$ cat config.mk
export PLATFORM = sky130hd
export DESIGN_NAME = spad_head_flat
export DESIGN_NICKNAME = d
export VERILOG_FILES = /design/src/rtl/spad_head_if.sv /design/src/rtl/spad_head.sv /design/src/flat_wrapper.sv
export SDC_FILE = /design/constraint.sdc
export NUM_CORES = 1
export LEC_CHECK = 0
export BUFFER_PORTS_ARGS = -buffer_cell sky130_fd_sc_hd__buf_2
export CAP_MARGIN = 20
export CELL_PAD_IN_SITES_DETAIL_PLACEMENT = 1
export CELL_PAD_IN_SITES_GLOBAL_PLACEMENT = 1
export CORE_ASPECT_RATIO = 0.7
export CORE_MARGIN = 1.5
export CORE_UTILIZATION = 35
export DETAILED_ROUTE_END_ITERATION = 7
export PLACE_DENSITY_LB_ADDON = 0.1
export SLEW_MARGIN = 15
export SYNTH_ARGS = -nofsm -noshare
export SYNTH_HDL_FRONTEND = slang
export SYNTH_SLANG_ARGS = --single-unit
$ cat constraint.sdc
create_clock -name clk -period 4.04 [get_ports clk]
set_input_delay 0.606 -clock clk [delete_from_list [all_inputs] [get_ports clk]]
set_output_delay 0.606 -clock clk [all_outputs]
set_load 0.01 [all_outputs]
$ cat src/rtl/spad_head_if.sv
// Request/response types and the bundled FE/BE/downstream port group of the scratchpad head.
// Every signal is an array indexed by scratchpad number.
package spad_head_pkg;

  typedef enum logic {
    SRC_FE = 1'b0,
    SRC_BE = 1'b1
  } src_t;

  typedef struct packed {
    logic [15:0] addr;
    logic [3:0]  mask;
  } xbar_t;

  typedef struct packed {
    xbar_t xbar;
  } rd_req_t;

  typedef struct packed {
    xbar_t       xbar;
    logic [31:0] wdata;
  } wr_req_t;

  typedef struct packed {
    logic  valid;
    src_t  src;
    xbar_t xbar;
  } sel_rd_req_t;

  typedef struct packed {
    logic        valid;
    src_t        src;
    xbar_t       xbar;
    logic [31:0] wdata;
  } sel_wr_req_t;

endpackage

interface spad_head_if #(
  parameter int unsigned NumScpads = 1
);
  import spad_head_pkg::*;

  logic [NumScpads-1:0] fe_rd_req_valid;
  logic [NumScpads-1:0] fe_wr_req_valid;
  logic [NumScpads-1:0] be_rd_req_valid;
  logic [NumScpads-1:0] be_wr_req_valid;
  rd_req_t              fe_rd_req [NumScpads];
  wr_req_t              fe_wr_req [NumScpads];
  rd_req_t              be_rd_req [NumScpads];
  wr_req_t              be_wr_req [NumScpads];
  logic [NumScpads-1:0] r_stall;
  logic [NumScpads-1:0] w_stall;
  logic [NumScpads-1:0] fe_stall;
  logic [NumScpads-1:0] be_stall;
  sel_rd_req_t          head_stomach_rd_req [NumScpads];
  sel_wr_req_t          head_stomach_wr_req [NumScpads];

  modport master (
    output fe_rd_req_valid, fe_wr_req_valid, be_rd_req_valid, be_wr_req_valid,
    output fe_rd_req, fe_wr_req, be_rd_req, be_wr_req,
    output r_stall, w_stall,
    input  fe_stall, be_stall, head_stomach_rd_req, head_stomach_wr_req
  );

  modport slave (
    input  fe_rd_req_valid, fe_wr_req_valid, be_rd_req_valid, be_wr_req_valid,
    input  fe_rd_req, fe_wr_req, be_rd_req, be_wr_req,
    input  r_stall, w_stall,
    output fe_stall, be_stall, head_stomach_rd_req, head_stomach_wr_req
  );

endinterface

$ cat src/rtl/spad_head.sv
// Scratchpad request head: per-channel FE/BE arbitration with BE priority and an FE starvation
// guard, registering the winner into the body stage.
module spad_head #(
  parameter int unsigned IDX          = 0,
  parameter int unsigned STARVE_LIMIT = 8
) (
  input logic        clk,
  input logic        rst,
  spad_head_if.slave scpad
);
  import spad_head_pkg::*;

  localparam logic [7:0] StarveMax = 8'(STARVE_LIMIT);

  sel_rd_req_t rd_q, rd_d;
  sel_wr_req_t wr_q, wr_d;
  logic [7:0]  starve_rd_q, starve_rd_d;
  logic [7:0]  starve_wr_q, starve_wr_d;

  logic fe_rd_v, be_rd_v, fe_wr_v, be_wr_v;
  logic can_load_rd, can_load_wr;
  logic grant_fe_rd, grant_be_rd, grant_fe_wr, grant_be_wr;

  // BE wins a tie unless FE has already waited out StarveMax BE grants.
  always_comb begin
    fe_rd_v     = scpad.fe_rd_req_valid[IDX];
    be_rd_v     = scpad.be_rd_req_valid[IDX];
    fe_wr_v     = scpad.fe_wr_req_valid[IDX];
    be_wr_v     = scpad.be_wr_req_valid[IDX];
    can_load_rd = !rd_q.valid || !scpad.r_stall[IDX];
    can_load_wr = !wr_q.valid || !scpad.w_stall[IDX];
    grant_be_rd = !rst && can_load_rd && be_rd_v && !(fe_rd_v && starve_rd_q == StarveMax);
    grant_fe_rd = !rst && can_load_rd && fe_rd_v && !(be_rd_v && starve_rd_q != StarveMax);
    grant_be_wr = !rst && can_load_wr && be_wr_v && !(fe_wr_v && starve_wr_q == StarveMax);
    grant_fe_wr = !rst && can_load_wr && fe_wr_v && !(be_wr_v && starve_wr_q != StarveMax);
  end

  always_comb begin
    rd_d        = rd_q;
    starve_rd_d = starve_rd_q;
    if (can_load_rd) begin
      rd_d.valid = grant_fe_rd || grant_be_rd;
      if (grant_be_rd) begin
        rd_d.src  = SRC_BE;
        rd_d.xbar = scpad.be_rd_req[IDX].xbar;
      end else if (grant_fe_rd) begin
        rd_d.src  = SRC_FE;
        rd_d.xbar = scpad.fe_rd_req[IDX].xbar;
      end
    end
    if (!fe_rd_v || grant_fe_rd) begin
      starve_rd_d = '0;
    end else if (grant_be_rd && starve_rd_q != StarveMax) begin
      starve_rd_d = starve_rd_q + 8'd1;
    end
  end

  always_comb begin
    wr_d        = wr_q;
    starve_wr_d = starve_wr_q;
    if (can_load_wr) begin
      wr_d.valid = grant_fe_wr || grant_be_wr;
      if (grant_be_wr) begin
        wr_d.src   = SRC_BE;
        wr_d.xbar  = scpad.be_wr_req[IDX].xbar;
        wr_d.wdata = scpad.be_wr_req[IDX].wdata;
      end else if (grant_fe_wr) begin
        wr_d.src   = SRC_FE;
        wr_d.xbar  = scpad.fe_wr_req[IDX].xbar;
        wr_d.wdata = scpad.fe_wr_req[IDX].wdata;
      end
    end
    if (!fe_wr_v || grant_fe_wr) begin
      starve_wr_d = '0;
    end else if (grant_be_wr && starve_wr_q != StarveMax) begin
      starve_wr_d = starve_wr_q + 8'd1;
    end
  end

  // Reset forces both stalls so nothing is consumed while the head is being cleared.
  always_comb begin
    scpad.fe_stall[IDX] = rst | (fe_rd_v & ~grant_fe_rd) | (fe_wr_v & ~grant_fe_wr);
    scpad.be_stall[IDX] = rst | (be_rd_v & ~grant_be_rd) | (be_wr_v & ~grant_be_wr);
    scpad.head_stomach_rd_req[IDX] = rd_q;
    scpad.head_stomach_wr_req[IDX] = wr_q;
  end

  always_ff @(posedge clk) begin
    if (rst) begin
      rd_q        <= '0;
      wr_q        <= '0;
      starve_rd_q <= '0;
      starve_wr_q <= '0;
    end else begin
      rd_q        <= rd_d;
      wr_q        <= wr_d;
      starve_rd_q <= starve_rd_d;
      starve_wr_q <= starve_wr_d;
    end
  end

endmodule

$ cat src/flat_wrapper.sv
// flat-port wrapper written by rule: the top's interface ports become plain ports
module spad_head_flat import spad_head_pkg::*;
#(
  parameter int unsigned IDX          = 0,
  parameter int unsigned STARVE_LIMIT = 8
)
  (clk, rst, scpad_fe_rd_req_valid, scpad_fe_wr_req_valid, scpad_be_rd_req_valid, scpad_be_wr_req_valid, scpad_fe_rd_req, scpad_fe_wr_req, scpad_be_rd_req, scpad_be_wr_req, scpad_r_stall, scpad_w_stall, scpad_fe_stall, scpad_be_stall, scpad_head_stomach_rd_req, scpad_head_stomach_wr_req);
  spad_head_if #(.NumScpads(1)) scpad_i ();
  input logic clk;
  input logic rst;
  input wire logic [$bits(scpad_i.fe_rd_req_valid)-1:0] scpad_fe_rd_req_valid;
  input wire logic [$bits(scpad_i.fe_wr_req_valid)-1:0] scpad_fe_wr_req_valid;
  input wire logic [$bits(scpad_i.be_rd_req_valid)-1:0] scpad_be_rd_req_valid;
  input wire logic [$bits(scpad_i.be_wr_req_valid)-1:0] scpad_be_wr_req_valid;
  input wire logic [$bits(scpad_i.fe_rd_req)-1:0] scpad_fe_rd_req;
  input wire logic [$bits(scpad_i.fe_wr_req)-1:0] scpad_fe_wr_req;
  input wire logic [$bits(scpad_i.be_rd_req)-1:0] scpad_be_rd_req;
  input wire logic [$bits(scpad_i.be_wr_req)-1:0] scpad_be_wr_req;
  input wire logic [$bits(scpad_i.r_stall)-1:0] scpad_r_stall;
  input wire logic [$bits(scpad_i.w_stall)-1:0] scpad_w_stall;
  output wire logic [$bits(scpad_i.fe_stall)-1:0] scpad_fe_stall;
  output wire logic [$bits(scpad_i.be_stall)-1:0] scpad_be_stall;
  output wire logic [$bits(scpad_i.head_stomach_rd_req)-1:0] scpad_head_stomach_rd_req;
  output wire logic [$bits(scpad_i.head_stomach_wr_req)-1:0] scpad_head_stomach_wr_req;
  assign scpad_i.fe_rd_req_valid = scpad_fe_rd_req_valid;
  assign scpad_i.fe_wr_req_valid = scpad_fe_wr_req_valid;
  assign scpad_i.be_rd_req_valid = scpad_be_rd_req_valid;
  assign scpad_i.be_wr_req_valid = scpad_be_wr_req_valid;
  assign scpad_i.fe_rd_req = {>>{scpad_fe_rd_req}};
  assign scpad_i.fe_wr_req = {>>{scpad_fe_wr_req}};
  assign scpad_i.be_rd_req = {>>{scpad_be_rd_req}};
  assign scpad_i.be_wr_req = {>>{scpad_be_wr_req}};
  assign scpad_i.r_stall = scpad_r_stall;
  assign scpad_i.w_stall = scpad_w_stall;
  assign scpad_fe_stall = scpad_i.fe_stall;
  assign scpad_be_stall = scpad_i.be_stall;
  assign scpad_head_stomach_rd_req = {>>{scpad_i.head_stomach_rd_req}};
  assign scpad_head_stomach_wr_req = {>>{scpad_i.head_stomach_wr_req}};
  spad_head #(.IDX(IDX), .STARVE_LIMIT(STARVE_LIMIT)) u_core (.clk(clk), .rst(rst), .scpad(scpad_i));
endmodule
# --- Word level (Yosys, flattened, before mapping) ---
# Index checks and enable logic that the tools add are counted.
word_totals:
  reg_bits: 92
  input_bits: 152
  output_inout_bits: 78
  elab_cells: 72
op_classes:
  n_addsub: 2
  eq_ne: 4
  n_mux: 4
  n_bitwise: 12
  n_reduce_logical: 39
op_table:
  columns: ["op", "count"]
  rows:
  - ["$mux 53", 2]
  - ["$mux 21", 2]
  - ["$add 8x1->8 const B", 2]
  - ["$eq 8x4->1 const B", 2]
  - ["$logic_and 1x1->1", 16]
  - ["$ne 8x4->1 const B", 2]
  - ["$logic_not 1->1", 11]
  - ["$logic_or 1x1->1", 6]
  - ["$and 1x1->1", 4]
  - ["$not 1->1", 4]
  - ["$or 1x1->1", 4]
  - ["$reduce_and 2->1", 2]
  - ["$reduce_bool 2->1", 2]
  - ["$reduce_or 2->1", 2]

# --- Logic depth before layout (Yosys ltp) ---
depth:
  ltp_word: 9
  mapped_depth: 8
  mapped_depth_nobuf: 6

# --- Least setup slack after synthesis ---
# Ideal clock, no wire load.
synth_timing:
  path_type: "input-to-output"
  startpoint: "in rst"
  endpoint: "out scpad_fe_stall"
  arrival_ns: 1.794
  required_ns: 3.434
  path_slack_ns: 1.640
  cell_stages: 5
  path_buffers: 2
  cell_sequence: "clkbuf_1 a21oi_1 clkbuf_1 a21oi_1 or3b_2"
synth_between:
  elab_chain_cells: 8
  elab_cells_between_ends: 13
  cone_classes: "6 x bitwise; 7 x reduce/logical"
synth_rtl:
  columns: ["item", "line_no", "text"]
  rows:
  - ["start: declaration", "flat_wrapper.sv:10", "input logic rst;"]
  - ["$logic_not 1->1", "spad_head.sv:33, spad_head.sv:35", null]
  - ["$logic_and 1x1->1 (3 in a row)", "spad_head.sv:33", "grant_fe_rd = !rst && can_load_rd && fe_rd_v && !(be_rd_v && starve_rd_q != StarveMax);"]
  - ["$not 1->1", "spad_head.sv:82", "scpad.fe_stall[IDX] = rst | (fe_rd_v & ~grant_fe_rd) | (fe_wr_v & ~grant_fe_wr);"]
  - ["$and 1x1->1", "spad_head.sv:82", null]
  - ["$or 1x1->1", "spad_head.sv:82", null]
  - ["$or 1x1->1 (*)", "spad_head.sv:82", null]
  - ["end: declaration", "flat_wrapper.sv:21", "output wire logic [$bits(scpad_i.fe_stall)-1:0] scpad_fe_stall;"]
# Every way passes the cells marked *; elsewhere a longest branch is shown, timed or not.

# --- Worst setup path after layout ---
layout_timing:
  startpoint: "reg u_core.starve_wr_q[0]"
  endpoint: "out scpad_fe_stall"
layout_between:
  elab_chain_cells: 7
layout_rtl:
  columns: ["item", "line_no", "text"]
  rows:
  - ["start: declaration", "spad_head.sv:18", "logic [7:0] starve_wr_q, starve_wr_d;"]
  - ["start signal: assignment", "spad_head.sv:98", "starve_wr_q <= starve_wr_d;"]
  - ["$ne 8x4->1", "spad_head.sv:35", "grant_fe_wr = !rst && can_load_wr && fe_wr_v && !(be_wr_v && starve_wr_q != StarveMax);"]
  - ["$logic_and 1x1->1", "spad_head.sv:35", null]
  - ["$logic_not 1->1", "spad_head.sv:35", null]
  - ["$logic_and 1x1->1", "spad_head.sv:35", null]
  - ["$not 1->1", "spad_head.sv:82", null]
  - ["$and 1x1->1", "spad_head.sv:82", null]
  - ["$or 1x1->1", "spad_head.sv:82", null]
# Every way passes these cells.

==> flow_metrics.tcl <==
set metrics [dict create \
    status "finished with violations" \
    violations "DRC" \
    ctsHoldBuffers 0 \
    cts_tree "yes" \
    synth_cells 537 \
    core_um2 12500 \
    required_ns 3.43 \
    routed_wirelength_mm 15.9 \
    gr-total-overflow 0 \
    reg2reg_from "u_core.starve_wr_q[0]$_SDFFE_PP0P_" \
    netlist_area_um2 4550 \
    ys_ff_latch 92 \
    grt_max_degree 68 \
    layout.nets 890 \
    maxCapViolCount 0 \
    finalClockSkew_ns 0.0103 \
    fin_util_pct 48.2 \
    clk_pin_slew_worst_paths_ns 0.06 \
    die_h_um 98.4 \
    drive_gt1_share_pct 38.3 \
    ys_types 39 \
    power_mw 2.35 \
    tightestPinTransition_ns 0.892 \
    start_util_pct 36.2 \
    hold_start "u_core.scpad.head_stomach_wr_req[52]$_SDFFE_PP0P_" \
    cp-start-kind "register" \
    clockBufferDepth 2 \
    critPathKind "reg -> out" \
    critPathArrivalTime_ns 2.36 \
    syn_avg_cell_area_um2 8.46 \
    p_leak_nw 2.66 \
    clock.fmax_mhz 338 \
    area_delta_synth_final_pct 33.2 \
    cp_slowest_cell "or3b_2" \
    die_area_um2 13700 \
    tns_ns 0 \
    reg2reg_depth 7 \
    place.gp.congestion 0.792 \
    cts.repair.resized 0 \
    power_density_nw_per_um2 388 \
    slew_viol_final 0 \
    slowest_delay_ns 0.48 \
    grt_pass1_wl_mm 25.2 \
    yosys_warnings 0 \
    io_pins 230 \
    numCtsBuffers 9 \
    syn-num-nets 693 \
    crit_path_start "u_core.starve_wr_q[0]$_SDFFE_PP0P_" \
    final_cell_mix "buf_2 (229), dfxtp_1 (92), nand3_1 (79)" \
    fillers 1580 \
    hold_viol 0 \
    dp_cells 885 \
    postCtsSetupBuffers 0 \
    synth_edf_count 0 \
    htreeDepth 3 \
    final_common_cell "buf_2" \
    hold_path_depth 2 \
    die_width_um 139 \
    fin_crit_ns 2.96 \
    ys.flop_type "dfxtp_1" \
    clock-sinks 92 \
    rows 34 \
    grtUsageTotal_pct 22.9 \
    holdWs_ns 0.470 \
    drt.antenna.violating_nets 0 \
    finalSetupViolations 0 \
    port_buffers 229 \
    synthArstFlopShare_pct 0 \
    path_cells "inv_1, ha_1, nor4b_2, a31oi_1, o21ai_0, or3b_2, buf_2" \
    first_pass_iters 7 \
    rsz0062_at_grt "no" \
    end_kind "output pin" \
    ys_seq_area_share_pct 40.5 \
    grt_antenna_before_repair 1 \
    vias_per_cell 5.38 \
    worstSkewPairLatency_ns 0.34 \
    num_vias 4838 \
    period_share_pct 73.3 \
    dp_hpwl_mm 11.5 \
    grt_pass1_vias 5015 \
    hold_path.class "reg -> reg" \
    critPathMaxFanout 3 \
    ir_drop_mv 0.223 \
    drc_errors 10 \
    slew-limit-headroom_pct 40.6 \
    wl_per_cell_um 17.7 \
    final_cells 900 \
    drtIter0Drc 206 \
    root_buffer "clkbuf_16" \
]
[per-stage QoR]
step | instance area, µm² | setup slack, ns
after floorplan | 4550 | 1.64
after global placement | 5770 | 1.19
after detailed placement | 5770 | 1.15
after CTS | 6050 | 1.09
after global routing | 6050 | 0.931
final | 6050 | 1.08
[power breakdown]
group	leakage [nW]	switching [mW]	internal, mW
Clock	0.127	0.357	0.473
Sequential	0.764	0.0517	1.00
Combinational	1.77	0.255	0.213
Total	2.66	0.664	1.69
[logic make-up (layout without fill, tap and decap cells)]
kind of cell / count (synthesis) / after routing / share of synthesized area [%]
buffers and inverters: 58 / 258 / 5.31
adder cells (fa/ha/maj): 4 / 4 / 1.10
other: 0 / 1 / 0
multiplexers: 1 / 1 / 0.220
flip-flops: 92 / 92 / 40.5
XOR/XNOR: 10 / 10 / 1.93
AO/OA/AOI/OAI: 96 / 96 / 18.7
AND/OR/NAND/NOR: 276 / 276 / 32.2
[worst max-delay path, delay by kind of cell, from the launching register on]
| kind | cells | cell delay [ns] |
|---|---|---|
| adder cells (fa/ha/maj) | 1 | 0.16 |
| flip-flops | 1 | 0.32 |
| AO/OA/AOI/OAI | 2 | 0.51 |
| buffers and inverters | 2 | 0.25 |
| AND/OR/NAND/NOR | 2 | 0.78 |
[layer usage]
metal  share of wire (%)  vias to the layer above  global-route usage (%)
li1                    -                     2326                       -
met1                  45                     2336                    29.9
met2                  47                      151                    38.0
met3                 5.1                       25                    4.61
met4                 2.3                        0                    7.86
met5                   0                        -                       0
[state kept, by name, indices dropped and copies added, names as in the netlist]
register,flops
u_core.scpad.head_stomach_wr_req,54
u_core.scpad.head_stomach_rd_req,22
u_core.starve_wr_q,8
u_core.starve_rd_q,8
[cell type report]
class / instances / area, µm² / share of cell area, %
clock inverter: 4 / 52.6 / 0.868
sequential: 92 / 1840 / 30.4
antenna: 1 / 2.50 / 0.0413
timing repair buffer: 238 / 1230 / 20.3
inverter: 6 / 22.5 / 0.372
clock buffer: 10 / 229 / 3.78
tap: 162 / 203 / 3.35
multi-input combinational: 387 / 2480 / 40.9
[synth_stat cells (2+ instances only)]
| library cell | count | share of area [%] |
|---|---|---|
| a21o_1 | 2 | 0.33 |
| a21oi_1 | 10 | 1.1 |
| and2_1 | 6 | 0.83 |
| and3_1 | 2 | 0.28 |
| and4_1 | 4 | 0.77 |
| buf_1 | 2 | 0.17 |
| buf_2 | 7 | 0.77 |
| buf_6 | 2 | 0.50 |
| clkbuf_1 | 41 | 3.4 |
| dfxtp_1 | 92 | 41 |
| ha_1 | 4 | 1.1 |
| inv_1 | 6 | 0.50 |
| nand2_1 | 78 | 6.4 |
| nand2b_1 | 53 | 7.3 |
| nand3_1 | 79 | 8.7 |
| nand3b_1 | 20 | 3.3 |
| nand4_1 | 8 | 1.1 |
| nor2_1 | 14 | 1.2 |
| nor3_1 | 2 | 0.22 |
| o211ai_2 | 20 | 5.5 |
| o21a_1 | 2 | 0.33 |
| o21ai_0 | 4 | 0.44 |
| o221ai_1 | 52 | 10 |
| or3b_2 | 4 | 0.77 |
| xor2_1 | 9 | 1.7 |
[worst paths after layout]
check / to / slack (ns)
hold / removal: u_core.scpad.head_stomach_wr_req[52]$_SDFFE_PP0P_ / 0.47
hold reg to reg: u_core.scpad.head_stomach_wr_req[52]$_SDFFE_PP0P_ / 0.47
setup / recovery: scpad_fe_stall / 1.08
setup reg to reg: u_core.scpad.head_stomach_wr_req[8]$_SDFFE_PP0P_ / 1.67
(Power assumes the default switching activity.)
